$ cat src/rtl/sprite_motion_ctrl_if.sv
// sprite_motion_ctrl_if: CPU register port bundle for the sprite motion controller
interface sprite_motion_ctrl_if;
  logic        wr_en;
  logic        rd_en;
  logic [1:0]  addr;
  logic [15:0] wdata;
  logic [15:0] rdata;
  modport master (output wr_en, rd_en, addr, wdata, input rdata);
  modport slave  (input wr_en, rd_en, addr, wdata, output rdata);
endinterface

$ cat src/rtl/sprite_motion_ctrl.sv
// sprite_motion_ctrl: frame-synchronous sprite position sequencer with bounce/wrap and tear-free commit
module sprite_motion_ctrl #(
  parameter int SCREEN_W = 800,
  parameter int SCREEN_H = 480,
  parameter int SPRITE_W = 64,
  parameter int SPRITE_H = 64
) (
  input  logic                clk_sys,
  input  logic                reset,
  input  logic                frame_int,
  sprite_motion_ctrl_if.slave bus,
  output logic signed [15:0]  offset_x,
  output logic signed [15:0]  offset_y,
  output logic                frame_tick
);
  localparam int MAXX = SCREEN_W - SPRITE_W;
  localparam int MAXY = SCREEN_H - SPRITE_H;

  typedef enum logic [1:0] {WAIT, UPD_X, UPD_Y, COMMIT} state_t;

  state_t             state_q, state_d;
  logic [2:0]         sync_q, sync_d;
  logic               fedge_q, fedge_d;
  logic signed [15:0] pos_x_q, pos_x_d, pos_y_q, pos_y_d;
  logic signed [15:0] off_x_q, off_x_d, off_y_q, off_y_d;
  logic [15:0]        vel_q, vel_d, rdata_q, rdata_d;
  logic               run_q, run_d, mode_q, mode_d, overrun_q, overrun_d, tick_q, tick_d;
  logic [11:0]        cnt_q, cnt_d;
  logic               busy;
  logic [23:0]        upd_x, upd_y;

  // One axis step: returns {new_velocity, new_position}; int arithmetic covers the 17-bit sum exactly
  function automatic logic [23:0] step(input logic signed [15:0] p, input logic signed [7:0] v,
                                       input logic wrap, input int mx, input int scr, input int spr);
    int n, r;
    logic signed [7:0] nv;
    n  = int'(p) + int'(v);
    r  = n;
    nv = v;
    if (wrap)
      r = n >= scr ? n - scr - spr : (n < -spr ? n + scr + spr : n);
    else if (n < 0 || n > mx) begin
      nv = v == -8'sd128 ? 8'sd127 : -v;
      r  = n < 0 ? -n : 2 * mx - n;
      r  = r < 0 ? 0 : (r > mx ? mx : r);
    end
    return {nv, r[15:0]};
  endfunction

  assign busy       = state_q != WAIT;
  assign upd_x      = step(pos_x_q, vel_q[7:0], mode_q, MAXX, SCREEN_W, SPRITE_W);
  assign upd_y      = step(pos_y_q, vel_q[15:8], mode_q, MAXY, SCREEN_H, SPRITE_H);
  assign offset_x   = off_x_q;
  assign offset_y   = off_y_q;
  assign frame_tick = tick_q;
  assign bus.rdata  = rdata_q;

  // Frame sequencer: one edge starts a fixed X, Y, commit walk
  always_comb begin
    state_d = state_q;
    case (state_q)
      WAIT:    state_d = fedge_q ? UPD_X : WAIT;
      UPD_X:   state_d = UPD_Y;
      UPD_Y:   state_d = COMMIT;
      default: state_d = WAIT;
    endcase
  end

  // Datapath: edge detect, axis updates, commit, then CPU accesses last so a write overrides the FSM
  always_comb begin
    sync_d    = {sync_q[1:0], frame_int};
    fedge_d   = sync_q[1] & ~sync_q[2];
    pos_x_d   = pos_x_q;
    pos_y_d   = pos_y_q;
    vel_d     = vel_q;
    off_x_d   = off_x_q;
    off_y_d   = off_y_q;
    run_d     = run_q;
    mode_d    = mode_q;
    cnt_d     = cnt_q;
    tick_d    = 1'b0;
    overrun_d = overrun_q | (fedge_q & busy);
    if (state_q == UPD_X && run_q) {vel_d[7:0], pos_x_d} = upd_x;
    if (state_q == UPD_Y && run_q) {vel_d[15:8], pos_y_d} = upd_y;
    if (state_q == COMMIT) begin
      off_x_d = pos_x_q;
      off_y_d = pos_y_q;
      cnt_d   = cnt_q + 12'd1;
      tick_d  = 1'b1;
    end
    if (bus.wr_en)
      case (bus.addr)
        2'd0: pos_x_d = bus.wdata;
        2'd1: pos_y_d = bus.wdata;
        2'd2: vel_d   = bus.wdata;
        default: begin
          run_d  = bus.wdata[0];
          mode_d = bus.wdata[1];
          if (bus.wdata[3]) overrun_d = 1'b0;
        end
      endcase
    rdata_d = !bus.rd_en ? rdata_q :
              bus.addr == 2'd0 ? pos_x_q :
              bus.addr == 2'd1 ? pos_y_q :
              bus.addr == 2'd2 ? vel_q : {cnt_q, overrun_q, busy, mode_q, run_q};
  end

  // State registers with asynchronous clear so a reset mid-update zeroes outputs at once
  always_ff @(posedge clk_sys or negedge reset)
    if (!reset) begin
      state_q   <= WAIT;
      sync_q    <= '0;
      fedge_q   <= 1'b0;
      pos_x_q   <= '0;
      pos_y_q   <= '0;
      vel_q     <= '0;
      off_x_q   <= '0;
      off_y_q   <= '0;
      rdata_q   <= '0;
      run_q     <= 1'b0;
      mode_q    <= 1'b0;
      overrun_q <= 1'b0;
      tick_q    <= 1'b0;
      cnt_q     <= '0;
    end else begin
      state_q   <= state_d;
      sync_q    <= sync_d;
      fedge_q   <= fedge_d;
      pos_x_q   <= pos_x_d;
      pos_y_q   <= pos_y_d;
      vel_q     <= vel_d;
      off_x_q   <= off_x_d;
      off_y_q   <= off_y_d;
      rdata_q   <= rdata_d;
      run_q     <= run_d;
      mode_q    <= mode_d;
      overrun_q <= overrun_d;
      tick_q    <= tick_d;
      cnt_q     <= cnt_d;
    end
endmodule

$ cat src/flat_wrapper.sv
// flat-port wrapper written by rule: the top's interface ports become plain ports
module sprite_motion_ctrl_flat 
#(
  parameter int SCREEN_W = 800,
  parameter int SCREEN_H = 480,
  parameter int SPRITE_W = 64,
  parameter int SPRITE_H = 64
)
  (clk_sys, reset, frame_int, offset_x, offset_y, frame_tick, bus_wr_en, bus_rd_en, bus_addr, bus_wdata, bus_rdata);
  sprite_motion_ctrl_if bus_i ();
  input  logic clk_sys;
  input  logic reset;
  input  logic frame_int;
  output logic signed [15:0] offset_x;
  output logic signed [15:0] offset_y;
  output logic frame_tick;
  input wire logic [$bits(bus_i.wr_en)-1:0] bus_wr_en;
  input wire logic [$bits(bus_i.rd_en)-1:0] bus_rd_en;
  input wire logic [$bits(bus_i.addr)-1:0] bus_addr;
  input wire logic [$bits(bus_i.wdata)-1:0] bus_wdata;
  output wire logic [$bits(bus_i.rdata)-1:0] bus_rdata;
  assign bus_i.wr_en = bus_wr_en;
  assign bus_i.rd_en = bus_rd_en;
  assign bus_i.addr = bus_addr;
  assign bus_i.wdata = bus_wdata;
  assign bus_rdata = bus_i.rdata;
  sprite_motion_ctrl #(.SCREEN_W(SCREEN_W), .SCREEN_H(SCREEN_H), .SPRITE_W(SPRITE_W), .SPRITE_H(SPRITE_H)) u_core (.clk_sys(clk_sys), .reset(reset), .frame_int(frame_int), .bus(bus_i), .offset_x(offset_x), .offset_y(offset_y), .frame_tick(frame_tick));
endmodule
$ cat config.mk
export PLATFORM = sky130hd
export DESIGN_NAME = sprite_motion_ctrl_flat
export DESIGN_NICKNAME = d
export VERILOG_FILES = /design/src/rtl/sprite_motion_ctrl_if.sv /design/src/rtl/sprite_motion_ctrl.sv /design/src/flat_wrapper.sv
export SDC_FILE = /design/constraint.sdc
export NUM_CORES = 1
export LEC_CHECK = 0
export ABC_AREA = 1
export ABC_CLOCK_PERIOD_IN_PS = 9820
export CAP_MARGIN = 20
export CORE_MARGIN = 4
export CORE_UTILIZATION = 53
export CTS_BUF_LIST = sky130_fd_sc_hd__clkbuf_8
export DETAILED_ROUTE_END_ITERATION = 8
export GPL_TIMING_DRIVEN = 0
export PLACE_DENSITY_LB_ADDON = 0.25
export SLEW_MARGIN = 20
export SYNTH_ARGS = -nofsm -noshare
export SYNTH_HDL_FRONTEND = slang
export SYNTH_SLANG_ARGS = --single-unit
$ cat constraint.sdc
create_clock -name clk_sys -period 9.82 [get_ports clk_sys]
set_clock_uncertainty 0.2 [all_clocks]
set_input_delay 1.964 -clock clk_sys [delete_from_list [all_inputs] [get_ports clk_sys]]
set_output_delay 1.964 -clock clk_sys [all_outputs]
set_load 0.01 [all_outputs]
# Word level (Yosys, flattened, before mapping)
# Cells that the tools add are included.
dict set report word_totals {
  word_cells 103
  rom_bits 0
  mem_bits_rw 0
  regBits 118
  latch_bits 0
  memories 0
  input_bits 23
}
dict set report op_classes {
  multipliers 0
  shifts 0
  eq_ne 7
  muxes 39
  magnitude_cmp 12
  bitwise_logic 5
  reduce_logical 9
  div 0
  addsub 17
}
# op count
set op_table {}
lappend op_table {{two-way mux 16 bit} 23}
lappend op_table {{less-than comparator 32 x 1 -> 1 bit (second input constant)} 2}
lappend op_table {{two-way mux 32 bit} 2}
lappend op_table {{two-way mux 8 bit} 8}
lappend op_table {{negator 17 -> 32 bit} 2}
lappend op_table {{adder 16 x 8 -> 17 bit} 2}
lappend op_table {{less-than comparator 17 x 1 -> 1 bit (second input constant)} 2}
lappend op_table {{less-than comparator 17 x 7 -> 1 bit (second input constant)} 2}
lappend op_table {{adder 16 x 8 -> 16 bit (second input constant)} 2}
lappend op_table {{> comparator 32 x 10 -> 1 bit (second input constant)} 1}
lappend op_table {{> comparator 32 x 11 -> 1 bit (second input constant)} 1}
lappend op_table {{subtractor 16 x 8 -> 16 bit (second input constant)} 2}
lappend op_table {{subtractor 11 x 17 -> 18 bit (first input constant)} 1}
lappend op_table {{subtractor 12 x 17 -> 18 bit (first input constant)} 1}
lappend op_table {{>= comparator 17 x 10 -> 1 bit (second input constant)} 1}
lappend op_table {{>= comparator 17 x 11 -> 1 bit (second input constant)} 1}
lappend op_table {{> comparator 17 x 10 -> 1 bit (second input constant)} 1}
lappend op_table {{> comparator 17 x 11 -> 1 bit (second input constant)} 1}
lappend op_table {{adder 16 x 10 -> 16 bit (second input constant)} 1}
lappend op_table {{adder 16 x 11 -> 16 bit (second input constant)} 1}
lappend op_table {{equality test 8 bit (second input constant)} 2}
lappend op_table {{negator 8 bit} 2}
lappend op_table {{subtractor 16 x 10 -> 16 bit (second input constant)} 1}
lappend op_table {{subtractor 16 x 11 -> 16 bit (second input constant)} 1}
lappend op_table {{14 further kinds} 26}

# Depth between registers and ports, before layout
# Gate-level depths: netlist (run 1).
dict set report logic_depth {
  word_depth 11
  ltp_mapped 29
}

# Worst setup path after synthesis (run 1)
# No wires, ideal clock.
dict set report synth_path {
  kind {input to register}
  start {input bus_wr_en}
  end {register u_core.vel_q[1]}
  t_required_ps 9501
  n_path_buf 1
  cell_stages 6
  path_slack_ps 6398
  arrival_ps 3103
  path_cell_list {nand2_1 > nor2_1 > clkinv_1 > clkbuf_1 > o22ai_1 > inv_1}
}
dict set report synth_via {
  elab_chain_len 1
}
# item line
set synth_lines {}
lappend synth_lines {{start: declaration} flat_wrapper.sv:17} ;# input wire logic [$bits(bus_i.wr_en)-1:0] bus_wr_en;
lappend synth_lines {{two-way mux 16 bit} sprite_motion_ctrl.sv:91} ;# if (bus.wr_en)
lappend synth_lines {{via u_core.vel_d[1]} sprite_motion_ctrl.sv:26} ;# logic [15:0] vel_q, vel_d, rdata_q, rdata_d;
lappend synth_lines {{end signal: assignment} sprite_motion_ctrl.sv:131} ;# vel_q <= vel_d;
lappend synth_lines {{end: declaration} sprite_motion_ctrl.sv:26}
# The timed path passes the listed nets, and every way through them passes these cells.
# A chain may end at the register's enable or synchronous reset.

# Worst setup path after layout (run 1)
dict set report layout_path {
  start {input bus_addr[1]}
  end {register u_core.vel_q[1]}
}
dict set report layout_via {
  elab_chain_len 3
}
# item line
set layout_lines {}
lappend layout_lines {{start: declaration} flat_wrapper.sv:19} ;# input wire logic [$bits(bus_i.addr)-1:0] bus_addr;
lappend layout_lines {{equality test 2 bit} sprite_motion_ctrl.sv:92} ;# case (bus.addr)
lappend layout_lines {{two-way mux 16 bit} sprite_motion_ctrl.sv:92}
lappend layout_lines {{two-way mux 16 bit} sprite_motion_ctrl.sv:91}
lappend layout_lines {{via u_core.vel_d[1]} sprite_motion_ctrl.sv:26}
# The timed path passes the listed nets, and every way through them passes these cells.

==> qor.txt, run 1 <==
Syn nets: 1733
CTS max path bufs: 2
Fmax: 227 MHz
Grt ovf: 0
Buffers plus inverters on the worst setup path: 4
WP depth: 7
Final hold violations: 0
HP Class: reg -> reg
Critical Path Source Type: input pin
Final min period: 4.40 ns
Critical-path cell list: clkdlybuf4s50_1 > nand2_1 > nor2_1 > clkinv_1 > clkbuf_1 > o22ai_1 > inv_1
Synthesized area per cell: 6.67 µm²
Status: complete, no violations
Clk root buf: clkbuf_8
Number of flops mapped to enable cells by yosys: 0
Total track usage: 0.295
Initial core utilization: 0.543
Antenna Cells: 0
Worst slew pin tran: 0.823 ns
Core area: 20400 µm²
FF-to-FF path depth: 22
Final net count: 1824
TritonCTS buffer count: 17
CTS tree: built
Sequential fraction of the synthesis area: 0.267
CP max stage cell: nor2_1
Clk slew on worst S/H paths: 0.08 ns
Worst hold stages: 0
Max FO, Critical Path: 10
RePlAce Congestion: 0.974
Die Height: 152 µm
CTS Hold Buffers Added: 0
DRC viols: 0
Ys flop type: dfrtp_1
Sinks on the clock net: 118
Netlist cell types: 54
Worst stage delay on the critical path: 0.63 ns
Wire per inst: 17.4 µm
Die Footprint: 23200 µm²
RSZ-0062 raised after global routing: no
CTS resizes: 0
Worst path arrival time: 4.51 ns
WP data required: 9.93 ns
Drt via density: 5.76
Routed Antenna Nets: 0
Max_cap viols: 0
WHS: 0.164 ns
#FFs+latches synth: 118
First-pass GRT wire length: 55700 µm
Setup_tns: 0 ns
Syn-to-layout area delta: 13.4%
Setup repair bufs after CTS: 0
H-tree depth: 4
Netlist Area Pre-Place: 11000 µm²
Largest net degree at the start of global routing: 80
# rows: 52
Die Wd: 152 µm
DR iter-0 viols: 1169
Final period utilization: 0.448
YS warnings: 0
WL final: 35300 µm
Final Max Tran Viols: 0
Setup-failing EPs final: 0
Relative slew slack: 0.449
Async S/R FF share, synth: 1.00
Share of layout cells above drive strength 1: 0.137
Initial antenna violation count: 0
Syn Inst Count: 1657
Vias: 11700
Cell family with most CP delay: buffers and inverters
Fillers: 1915
Setup Crit Path Kind: in -> reg
Post-DP HPWL: 27600 µm
Clock Latency Late Sink: 0.44 ns
DR pass1 iterations: 6
Vias in the first global route: 10700
I/O pins: 72
Port buffer count: 71
Crit end category: flip-flop
==> cells in the final DEF, fill, tap and decap left out, drive strengths merged, types with 6 or more instances in the layout <==
| cell | instances |
|---|---|
| mux2 | 31 |
| nand3 | 142 |
| clkdlybuf4s50 | 70 |
| buf | 17 |
| o211ai | 13 |
| inv | 212 |
| clkinv | 9 |
| o21ai | 58 |
| a31oi | 34 |
| xnor2 | 10 |
| a21oi | 82 |
| nor2 | 206 |
| clkbuf | 43 |
| o221ai | 16 |
| ha | 51 |
| xor2 | 29 |
| nor3 | 20 |
| nand4 | 29 |
| nand3b | 6 |
| nand2 | 532 |
| dfrtp | 118 |
==> cells by family (layout without fill, tap and decap cells) <==
logic type                 Yosys count  in the layout  synth area share
and+or+nand+nor                    942            942             0.391
buffers and inverters              250            354            0.0917
muxes                               31             31            0.0316
adders and majority gates           53             53            0.0614
AOI/OAI and AO/OA                  224            224             0.125
xor gates and xnor gates            39             39            0.0323
DFF                                118            118             0.267
==> routing by layer <==
metal	share of wire	track usage	routed length (µm)
met4	0.041	0.110	1450
met1	0.43	0.398	15100
met3	0.071	0.0389	2500
met2	0.46	0.488	16300
met5	0	0	0
==> cell type report <==
cell class,count,area [µm²],area share
Multi-Input combinational cell,1289,7080,0.565
Clock buffer,17,234,0.0187
Inverter,209,792,0.0632
Tap cell,270,338,0.0270
Clock inverter,15,170,0.0136
Sequential cell,118,2950,0.236
Buffer,41,221,0.0177
Timing Repair Buffer,72,739,0.0590
==> stage by stage <==
| stage | setup WS [ns] | util | cell area (µm²) | cells |
|---|---|---|---|---|
| CTS | 5.52 | 0.615 | 12500 | 2031 |
| global route | 5.33 | 0.615 | 12500 | 2031 |
| floorplan | 6.40 | - | 11000 | 1657 |
| detailed placement | 5.06 | 0.595 | 12100 | 1999 |
| global placement | 2.04 | 0.594 | 12100 | 1998 |
| finish | 5.42 | 0.615 | 12500 | 2031 |
==> state kept, by name, indices dropped and copies added (netlist names) <==
name and count:
u_core.bus.rdata 16, u_core.frame_tick 1, u_core.sync_q 3, u_core.overrun_q 1, u_core.run_q 1, u_core.vel_q 16
u_core.mode_q 1, u_core.cnt_q 12, u_core.pos_x_q 16, u_core.fedge_q 1, u_core.offset_x 16, u_core.pos_y_q 16
u_core.offset_y 16, u_core.state_q 2
==> path summary, 6_finish.rpt <==
kind                                        to               from  slack [ns]
max reg2reg                  u_core.pos_x_q[8]  u_core.pos_x_q[0]        5.69
min reg2reg                   u_core.sync_q[1]   u_core.sync_q[0]        0.16
min                           u_core.sync_q[1]   u_core.sync_q[0]        0.16
max                            u_core.vel_q[1]        bus_addr[1]        5.42
min in group asynchronous  u_core.offset_y[13]              reset        1.23
max in group asynchronous   u_core.offset_x[5]              reset        7.46
==> cells in the mapped netlist (4+ instances only) <==
| cell | instances | area share |
|---|---|---|
| o21ai_0 | 39 | 0.018 |
| buf_2 | 6 | 0.0027 |
| a21oi_2 | 10 | 0.0079 |
| a31oi_1 | 34 | 0.019 |
| nor2_1 | 180 | 0.061 |
| inv_1 | 179 | 0.061 |
| o2111ai_1 | 4 | 0.0032 |
| mux2_2 | 31 | 0.032 |
| nand2_1 | 464 | 0.16 |
| o221ai_1 | 16 | 0.013 |
| clkbuf_1 | 26 | 0.0088 |
| nor3_1 | 19 | 0.0086 |
| nand3b_1 | 6 | 0.0041 |
| nor2_2 | 19 | 0.011 |
| dfrtp_1 | 118 | 0.27 |
| nand2_4 | 10 | 0.010 |
| nand2_2 | 58 | 0.033 |
| nor2_4 | 7 | 0.0071 |
| nand3_1 | 122 | 0.055 |
| xnor2_1 | 10 | 0.0079 |
| nand4_1 | 27 | 0.015 |
| a22oi_1 | 4 | 0.0027 |
| ha_1 | 51 | 0.058 |
| xor2_1 | 27 | 0.021 |
| nand3_2 | 19 | 0.017 |
| inv_2 | 23 | 0.0078 |
| o211ai_1 | 12 | 0.0082 |
| buf_6 | 7 | 0.0071 |
| o21ai_1 | 16 | 0.0072 |
| clkinv_1 | 4 | 0.0014 |
| a21oi_1 | 72 | 0.033 |
Power of run 1 is left out: the tool's default activity adds up to more than one toggle a clock period on the data nets, which glitch-free logic cannot reach.
==> run 2: changes to the inputs <==
- ABC_CLOCK_PERIOD_IN_PS: 9820 -> 3760
- clock period: 9.82 -> 3.76 ns (I/O delays scaled with it)
==> qor.txt, run 2 (synthesis results as in run 1) <==
Final min period: 3.65 ns
CTS tree: built
Routed Antenna Nets: 0 (unchanged)
Final Max Tran Viols: 0 (unchanged)
Worst path arrival time: 3.82 ns (-0.69 ns)
Die Height: 152 µm (unchanged)
Sinks on the clock net: 118 (unchanged)
Critical-path cell list: ha_4 > inv_1 > fa_2 > buf_4 > nand2_1 > nor2_1 > nand2_2 > nor3_4 > nand3_2 > o21ai_4 > nand3_1 > nand2_1 > nand2_1 > nor2_4 > nand3_4 > nor2_4 > nand2_1 > nand3_1 > nand3_1 > a21oi_2
Max FO, Critical Path: 5 (-5)
CTS Hold Buffers Added: 0 (unchanged)
Worst slew pin tran: 0.840 ns (+0.0166 ns)
Share of layout cells above drive strength 1: 0.191 (+0.0539)
CP max stage cell: fa_2
Clk root buf: clkbuf_8
Total track usage: 0.298 (+0.00234)
H-tree depth: 4 (unchanged)
Final hold violations: 0 (unchanged)
TritonCTS buffer count: 17 (unchanged)
Cell family with most CP delay: simple AND/OR/NAND/NOR gates
Relative slew slack: 0.438 (-0.0111)
# rows: 52 (unchanged)
Worst R2R Start: u_core.vel_q[0]
WHS: 0.0123 ns (-0.151 ns)
Clk slew on worst S/H paths: 0.08 ns (about the same)
Vias: 11900 (+2.1%)
DRC viols: 0 (unchanged)
Antenna Cells: 0 (unchanged)
Port buffer count: 71 (unchanged)
Die Wd: 152 µm (unchanged)
First-pass GRT wire length: 56200 µm (+0.79%)
Post-DP HPWL: 27600 µm (unchanged)
Critical Path Source Type: flip-flop
Status: complete, no violations
WP data required: 3.93 ns (-6.00 ns)
DP Area: 12100 µm² (unchanged)
Commonest cells after routing, fill and taps aside: nand2_1, inv_1, nor2_1
Reg2Reg Capture Point: u_core.pos_x_q[8]
Fmax: 274 MHz
Crit end category: flip-flop
Worst stage delay on the critical path: 0.57 ns (-0.06 ns)
DR pass1 iterations: 6 (unchanged)
R2R setup slack: 0.11 ns (-5.58 ns)
Max_cap viols: 0 (unchanged)
Die Footprint: 23200 µm² (unchanged)
RePlAce Congestion: 0.974 (unchanged)
Wire per inst: 17.8 µm (+2.4%)
Setup-failing EPs final: 0 (unchanged)
Final period utilization: 0.972
Setup_tns: 0 ns (unchanged)
I/O pins: 72 (unchanged)
HP Class: in -> async
WL final: 36800 µm (+4.0%)
FF-to-FF path depth: 20 (-9.1%)
Commonest non-fill, non-tap cell in the layout: nand2_1
CTS max path bufs: 2 (unchanged)
Initial antenna violation count: 0 (unchanged)
Final net count: 1856 (+1.8%)
Most frequent CP cell: nand2_1
Clock Latency Late Sink: 0.44 ns (about the same)
Vias in the first global route: 10800 (+1.0%)
Buffers plus inverters on the worst setup path: 2 (-2)
DR iter-0 viols: 1223 (+4.6%)
Final instance area: 13200 µm² (+5.5%)
Fin worst setup slack: 0.105 ns (-5.32 ns)
Fillers: 1814 (-5.3%)
Largest net degree at the start of global routing: 80 (unchanged)
Grt ovf: 0 (unchanged)
Syn-to-layout area delta: 19.6%
Core area: 20400 µm² (unchanged)
Initial core utilization: 0.543 (unchanged)
Setup Crit Path Kind: reg -> reg
Pre-CTS WS: -0.303 ns (-5.36 ns)
Drt via density: 5.79 (+0.49%)
[run 2: cell count changes in the layout (fill, tap and decap cells not counted), sizes merged]
cell and change:
buf +32
[run 2: worst max-delay path by stage]
stage	start	to	slack, ns	depth (start not counted)
6_report	u_core.vel_q[0]	u_core.pos_x_q[8]	0.11	20
5_1_grt	u_core.vel_q[7]	u_core.pos_x_q[6]	-0.04	24
4_1_cts	u_core.vel_q[2]	u_core.pos_x_q[8]	-0.005	22
3_5_place_dp	u_core.pos_x_q[0]	u_core.pos_x_q[8]	-0.30	22
3_3_place_gp	reset	u_core.offset_x[12]	-2.81	1
2_1_floorplan	u_core.pos_x_q[0]	u_core.pos_x_q[8]	0.44	22
[run 2: layout make-up]
type	instances	area (µm²)	area share
Clock inverter	15	170	0.0129
Inverter	209	797	0.0603
Clock buffer	17	234	0.0177
Tap cell	270	338	0.0256
Multi-Input combinational cell	1289	7480	0.566
Buffer	41	225	0.0170
Sequential cell	118	2970	0.225
Timing Repair Buffer	104	1000	0.0760
[run 2: per-stage QoR]
stage          instances   util
2_1_floorplan       1657      -
3_3_place_gp        1998  0.594
3_5_place_dp        1999  0.595
4_1_cts             2038  0.622
5_1_grt             2063  0.649
6_report            2063  0.649
[run 2: worst register-to-register path: stages (launching register included)]
cell,delay (ns)
dfrtp_1,0.43
ha_4,0.17
inv_1,0.06
fa_2,0.57
buf_4,0.12
nand2_1,0.07
nor2_1,0.16
nand2_2,0.14
nor3_4,0.28
nand3_2,0.14
o21ai_4,0.21
nand3_1,0.11
nand2_1,0.07
nand2_1,0.08
nor2_4,0.14
nand3_4,0.14
nor2_4,0.14
nand2_1,0.08
nand3_1,0.07
nand3_1,0.09
a21oi_2,0.12
[run 2: what timing repair did]
| action | CTS | global route |
|---|---|---|
| gates resized for setup | 18 | 84 |
| setup endpoints to repair | 20 | 38 |
| pin swaps | 3 | 31 |
| setup buffers | 7 | 25 |
[run 2: per-layer routing]
| layer | share of wire | global-route usage | up-vias | wire [µm] |
|---|---|---|---|---|
| met4 | 0.042 | 0.108 | 0 | 1550 |
| met2 | 0.47 | 0.496 | 539 | 17100 |
| li1 | - | - | 5669 | - |
| met5 | 0 | 0 | - | 0 |
| met1 | 0.41 | 0.397 | 5621 | 15200 |
| met3 | 0.077 | 0.0406 | 111 | 2840 |
Power of run 2 is left out for the same reason.
